**src/rtl/button_debouncer_if.sv**
```systemverilog
// button_debouncer_if: pin-side inputs and debounced outputs of the button debouncer
interface button_debouncer_if #(
    parameter int BUTTONS = 2
);
    logic [BUTTONS-1:0] buttons;
    logic               test_mode;
    logic [BUTTONS-1:0] level;
    logic [BUTTONS-1:0] rise;
    logic [BUTTONS-1:0] fall;
    modport master(output buttons, test_mode, input level, rise, fall);
    modport slave(input buttons, test_mode, output level, rise, fall);
endinterface

```
**src/rtl/button_debouncer.sv**
```systemverilog
// button_debouncer: synchronise raw pins, sample on a shared tick, change level after SAMPLES agreeing ticks
module button_debouncer #(
    parameter int                 BUTTONS          = 2,
    parameter int                 SAMPLES          = 4,
    parameter int                 TICK_PERIOD      = 125000,
    parameter int                 TEST_TICK_PERIOD = 4,
    parameter logic [BUTTONS-1:0] INVERT           = '0
) (
    input logic                clk,
    input logic                rst_n,
    button_debouncer_if.slave  io
);
    localparam int TW = (TICK_PERIOD > 1) ? $clog2(TICK_PERIOD) : 1;
    localparam int CW = $clog2(SAMPLES);
    logic [TW-1:0]      timer_q, timer_d;
    logic [BUTTONS-1:0] sync1_q, sync1_d, sync2_q, sync2_d;
    logic [BUTTONS-1:0] level_q, level_d, rise_q, rise_d, fall_q, fall_d;
    logic [CW-1:0]      cnt_q [BUTTONS];
    logic [CW-1:0]      cnt_d [BUTTONS];
    logic [BUTTONS-1:0] diff, done;
    logic               tick;
    assign io.level = level_q;
    assign io.rise  = rise_q;
    assign io.fall  = fall_q;
    always_comb begin
        tick    = timer_q == '0;
        timer_d = tick ? (io.test_mode ? TW'(TEST_TICK_PERIOD - 1) : TW'(TICK_PERIOD - 1))
                       : timer_q - TW'(1);
        sync1_d = io.buttons ^ INVERT;
        sync2_d = sync1_q;
        diff    = sync2_q ^ level_q;
        for (int i = 0; i < BUTTONS; i++) begin
            done[i]  = tick && diff[i] && (cnt_q[i] == CW'(SAMPLES - 1));
            cnt_d[i] = !tick ? cnt_q[i] : (diff[i] && !done[i]) ? cnt_q[i] + CW'(1) : '0;
        end
        level_d = level_q ^ done;
        rise_d  = done & sync2_q;
        fall_d  = done & ~sync2_q;
    end
    always_ff @(posedge clk or negedge rst_n) begin
        if (!rst_n) begin
            timer_q <= '0;
            sync1_q <= '0;
            sync2_q <= '0;
            level_q <= '0;
            rise_q  <= '0;
            fall_q  <= '0;
            for (int i = 0; i < BUTTONS; i++) cnt_q[i] <= '0;
        end else begin
            timer_q <= timer_d;
            sync1_q <= sync1_d;
            sync2_q <= sync2_d;
            level_q <= level_d;
            rise_q  <= rise_d;
            fall_q  <= fall_d;
            cnt_q   <= cnt_d;
        end
    end
endmodule

```
**src/flat_wrapper.sv**
```systemverilog
// flat-port wrapper written by rule: the top's interface ports become plain ports
module button_debouncer_flat 
#(
    parameter int                 BUTTONS          = 2,
    parameter int                 SAMPLES          = 4,
    parameter int                 TICK_PERIOD      = 125000,
    parameter int                 TEST_TICK_PERIOD = 4,
    parameter logic [BUTTONS-1:0] INVERT           = '0
)
  (clk, rst_n, io_buttons, io_test_mode, io_level, io_rise, io_fall);
  button_debouncer_if #(.BUTTONS(BUTTONS)) io_i ();
  input logic clk;
  input logic rst_n;
  input wire logic [$bits(io_i.buttons)-1:0] io_buttons;
  input wire logic [$bits(io_i.test_mode)-1:0] io_test_mode;
  output wire logic [$bits(io_i.level)-1:0] io_level;
  output wire logic [$bits(io_i.rise)-1:0] io_rise;
  output wire logic [$bits(io_i.fall)-1:0] io_fall;
  assign io_i.buttons = io_buttons;
  assign io_i.test_mode = io_test_mode;
  assign io_level = io_i.level;
  assign io_rise = io_i.rise;
  assign io_fall = io_i.fall;
  button_debouncer #(.BUTTONS(BUTTONS), .SAMPLES(SAMPLES), .TICK_PERIOD(TICK_PERIOD), .TEST_TICK_PERIOD(TEST_TICK_PERIOD), .INVERT(INVERT)) u_core (.clk(clk), .rst_n(rst_n), .io(io_i));
endmodule
```
**config.mk**
```make
export PLATFORM = sky130hd
export DESIGN_NAME = button_debouncer_flat
export DESIGN_NICKNAME = d
export VERILOG_FILES = /design/src/rtl/button_debouncer_if.sv /design/src/rtl/button_debouncer.sv /design/src/flat_wrapper.sv
export SDC_FILE = /design/constraint.sdc
export NUM_CORES = 1
export LEC_CHECK = 0
export BUFFER_PORTS_ARGS = -buffer_cell sky130_fd_sc_hd__clkbuf_2
export CAP_MARGIN = 20
export CORE_MARGIN = 10
export CORE_UTILIZATION = 37
export DETAILED_ROUTE_END_ITERATION = 10
export GPL_TIMING_DRIVEN = 0
export SETUP_SLACK_MARGIN = 0.15
export SKIP_LAST_GASP = 1
export SYNTH_ARGS = -nofsm -noshare
export SYNTH_HDL_FRONTEND = slang
export SYNTH_SLANG_ARGS = --single-unit
```
**constraint.sdc**
```tcl
create_clock -name clk -period 6.2 [get_ports clk]
set_input_delay 0.93 -clock clk [delete_from_list [all_inputs] [get_ports clk]]
set_output_delay 0.93 -clock clk [all_outputs]
set_load 0.01 [all_outputs]
```
After elaboration in Yosys (flattened, before gate mapping)
Index checks and enable logic that the tools add are counted.
- add/sub/neg operators: 3
- $mul: 0
- div/mod/pow operators: 0
- order comparisons: 0
- eq/ne operators: 2
- shift-type cells: 0
- mux-type cells: 4
- bitwise logic cells: 5
- reduce and logical (&&, ||, !) cells: 9
- operators by type and width (operator ; number):
    17-bit two-way mux ; 2
    17-bit logical NOT ; 1
    17-bit by 1-bit subtractor with 17-bit output, second input constant ; 1
    1-bit logical AND ; 6
    2-bit by 1-bit adder with 2-bit output, second input constant ; 2
    2-bit bitwise AND ; 2
    2-bit == test, second input constant ; 2
    2-bit two-way mux ; 2
    2-bit bitwise XOR ; 2
    1-bit logical NOT ; 2
    2-bit NOT ; 1
- bits in registers: 31
- bits in latches: 0
- memory bits (writable): 0
- ROM bits: 0
- bits of input ports: 5
- memories: 0

Logic depth before layout (Yosys ltp)
- depth in word-level cells: 6
- depth in mapped cells: 7
- mapped depth without buffers: 6

Least setup slack after synthesis
No wires, ideal clock.
- path kind: register to register
- from: reg u_core.timer_q[0]
- to: reg u_core.level_q[0], in the netlist u_core.io.level[0]
- library setup time: 0.125 ns
- arrival: 1.992 ns
- data required time: 6.075 ns
- setup slack: 4.083 ns
- cell stages (with the launch flop): 7
- path buffers: 0
- clock period less this slack: 2.117 ns
- cells stage by stage: dfrtp_1 > inv_1 > ha_1 > or4b_2 > nor4_4 > nand2_2 > mux2_4
- cells in the longest elaborated chain, start to end: 4
- RTL lines (item ; RTL line ; source):
    start, declared ; button_debouncer.sv:15 ; logic [TW-1:0] timer_q, timer_d;
    start signal, assigned ; button_debouncer.sv:50 ; timer_q <= timer_d;
    17-bit logical NOT ; button_debouncer.sv:26 ; tick = timer_q == '0;
    1-bit logical AND (2 in series) ; button_debouncer.sv:33 ; done[i] = tick && diff[i] && (cnt_q[i] == CW'(SAMPLES - 1));
    2-bit bitwise XOR ; button_debouncer.sv:36 ; level_d = level_q ^ done;
    via u_core.level_d[0] ; button_debouncer.sv:17 ; logic [BUTTONS-1:0] level_q, level_d, rise_q, rise_d, fall_q, fall_d;
    end signal, assigned ; button_debouncer.sv:53 ; level_q <= level_d;
    end, declared ; button_debouncer.sv:17 ;
The timed path passes the listed nets, and every way through them passes these cells.
A chain may end at the register's enable or synchronous reset.

Worst setup path in the final report
- from: reg u_core.timer_q[0]
- to: reg u_core.timer_q[14]
- cells in the longest elaborated chain, start to end: 2
- elaborated cells between the ends (all ways): 3
- those cells by class: add/sub (1); mux (1); reduce/logical (1)
- RTL lines (item ; RTL line ; source):
    17-bit by 1-bit subtractor with 17-bit output / 17-bit logical NOT (equally long branches) ; button_debouncer.sv:28, button_debouncer.sv:26 ;
    17-bit two-way mux * ; button_debouncer.sv:27 ; timer_d = tick ? (io.test_mode ? TW'(TEST_TICK_PERIOD - 1) : TW'(TICK_PERIOD - 1))
    via u_core.timer_d[14] ; button_debouncer.sv:15 ;
The timed path passes the listed nets; every way through them passes the cells marked *.

==> impl_metrics.csv <==
group,metric,value,unit
final_layout,num_antenna_cells,0,
drt,routed_wl,2.56,mm
clock_network,cts_buffer_depth,2,
global_route,track_usage,0.0881,
final_layout,seqCellArea,776,µm²
critical_path,crit_chain,"inv_1, ha_1, or4b_2, nor4_4, and2_1, buf_2, a311oi_1",
clock_network,cts-buffers-inserted,5,
final_layout,synthToLayoutAreaGrowth,13.8,%
yosys,synth_top_area_share,0.558,
drt,drc,0,
clock_network,clkSinkCount,31,
drt,drtIter0Drc,70,
placed_design,port_buffers,10,
timing,drv_slew,0,
yosys,syn_area_per_cell,11.2,µm²
drt,ant_nets,0,
yosys,ys_seq_area_frac,0.558,
power_and_ir_drop,powerDensity,228,mW/mm²
clock_network,cts_hold_repair.buffers,0,
floorplan,io_pins,11,
floorplan,die_area,0.00661,mm²
clock_network,ctsResizeCount,0,
yosys,yosysWarnings,0,
run_status,outcome,"finished clean",
final_layout,nets,150,
placed_design,dpl.cell_count,182,
clock_network,clock_latency,290,ps
floorplan,die_h,81.3,µm
power_and_ir_drop,total_leakage_power,0.736,nW
global_route,grt_pass1_vias,1011,
timing,setup_viol,0,
timing,fin_skew,7.87,ps
yosys,synth-seq-cells,31,
critical_path,critPathLaunchType,"flip-flop",
timing,fin_tns_setup,0,ps
timing,worstMarginPinSlew,761,ps
drt,drt-vias-per-instance,5.03,
final_layout,drive_above_1_share,0.211,
placed_design,routabilityCongestion,0.725,
placed_design,hpwl,1.82,mm
global_route,grt_pass1_wl,4.39,mm
power_and_ir_drop,fin_total_pwr,0.000360,W
yosys,synth_nets,133,
drt,drt-pass1-iter-count,4,
yosys,synth_top_cell_by_area,"dfrtp_1",
drt,vias,955,
critical_path,reg2reg_slack,3820,ps
run,maxCapViolations,0,
critical_path,critPathBufInv,2,
global_route,grt-ovfl-total,0,
critical_path,slowest_stage,"or4b_2",
timing,fmax,0.421,GHz
timing,relSlewSlack,0.493,
drt,wire_per_inst,13.5,µm
floorplan,core,0.00363,mm²
global_route,grt_max_degree,32,
clock_network,post-cts-setup-buffer-count,0,
final_layout,multi_input_area,562,µm²
critical_path,crit_type,"reg2reg",
final_layout,mostFrequentLayoutCells,"dfrtp_1, nor2_1, clkbuf_2, a21oi_1",
timing,hold_viol,0,
clock_network,root_buffer,"clkbuf_8",
final_layout,mostFrequentLayoutCell,"dfrtp_1",
yosys,synth_area_leaders,"dfrtp_1, ha_1, xnor2_1",
timing,finalCriticalPeriod,2380,ps
critical_path,crit_arrival,2520,ps
floorplan,rows,22,
floorplan,initial_core_util,0.383,
timing,finalCritPeriodShare,0.383,
final_layout,fillers,353,
yosys,synth_cell_type_count,31,
yosys,netlist_area,0.00139,mm²
global_route,antenna_found_initial,0,
critical_path,cp_data_required_time,6340,ps
critical_path,critPathTopFamily,"simple AND/OR/NAND/NOR gates",
critical_path,worstPathMaxFanout,10,
clock_network,htreeDepth,2,
critical_path,slowest_delay,640,ps
power_and_ir_drop,ir_drop,0.000109,V
final_layout,final_cells,190,
yosys,syn_inst,124,
clock_network,cts_tree,"done",
timing,rsz0062_at_grt,"no",
clock_network,clk_transition_reported_paths,70,ps
critical_path,end_kind,"flip-flop",
floorplan,die_w,81.3,µm
hold_path,hold_class,"reg2reg",
worst paths after layout:
check,from,endpoint,cells after the start
worst max-delay path,u_core.timer_q[0]$_DFF_PN0_,u_core.timer_q[14]$_DFF_PN0_,7
worst min-delay path,u_core.sync1_q[1]$_DFF_PN0_,u_core.sync2_q[1]$_DFF_PN0_,0
worst max register to register,u_core.timer_q[0]$_DFF_PN0_,u_core.timer_q[14]$_DFF_PN0_,7
worst min register to register,u_core.sync1_q[1]$_DFF_PN0_,u_core.sync2_q[1]$_DFF_PN0_,0
max in group asynchronous,rst_n,u_core.sync1_q[0]$_DFF_PN0_,1
min in group asynchronous,rst_n,u_core.timer_q[5]$_DFF_PN0_,1
registers in the layout, indices dropped and copies added, names as in the netlist:
signal / count
u_core.cnt_q: 4
u_core.timer_q: 17
u_core.io.level: 2
u_core.io.fall: 2
u_core.sync1_q: 2
u_core.sync2_q: 2
u_core.io.rise: 2
cell usage after synthesis, drive strengths merged:
library cell and n:
dfrtp 31, nor2 10, nand2 8, a21oi 7, inv 6, nor3 5
or3 5, or4 5, xnor2 5, buf 4, ha 4, nand2b 4
nand3 4, nor4 4, o21ai 4, a211oi 2, mux2 2, nor3b 2
o211ai 2, o31ai 2, xor2 2, a311oi 1, a31oi 1, and2 1
clkbuf 1, or3b 1, or4b 1
metal layers:
metal | routed length (µm) | part of all wire | track usage
met5 | 0 | 0 | 0
met2 | 1260 | 0.49 | 0.141
met1 | 1120 | 0.44 | 0.0912
met3 | 92 | 0.036 | 0.0331
met4 | 81 | 0.032 | 0.0692
power breakdown:
part | switching, W | internal (W)
combinational | 0.00000456 | 0.00000144
sequential | 0.000000544 | 0.000204
clock | 0.0000711 | 0.0000785
stage by stage:
stage | instance area, µm² | hold WS (ps) | worst slack (ps) | util
3_3_place_gp | 1500 | 334 | 3880 | 0.413
2_1_floorplan | 1390 | 331 | 4080 | -
3_5_place_dp | 1500 | 338 | 3820 | 0.413
6_report | 1580 | 349 | 3820 | 0.435
5_1_grt | 1580 | 355 | 3670 | 0.435
4_1_cts | 1580 | 352 | 3800 | 0.435
area by class of cell:
cell class,count,area share
plain buffers,5,0.0190
clock buffers,7,0.0483
clock inverters,1,0.00316
inverters,6,0.0142
multi-input cells,82,0.355
flip-flops and latches,31,0.491
well taps,48,0.0380
repair buffers,10,0.0316
cells by family after synthesis:
group,Yosys count,share of synthesized area
simple gates,50,0.220
flops,31,0.558
compound gates,19,0.0828
buf+inv,11,0.0378
xor+xnor,7,0.0441
fa+ha+maj,4,0.0360
mux,2,0.0216
No activity file was read; power rests on OpenSTA's default activity.
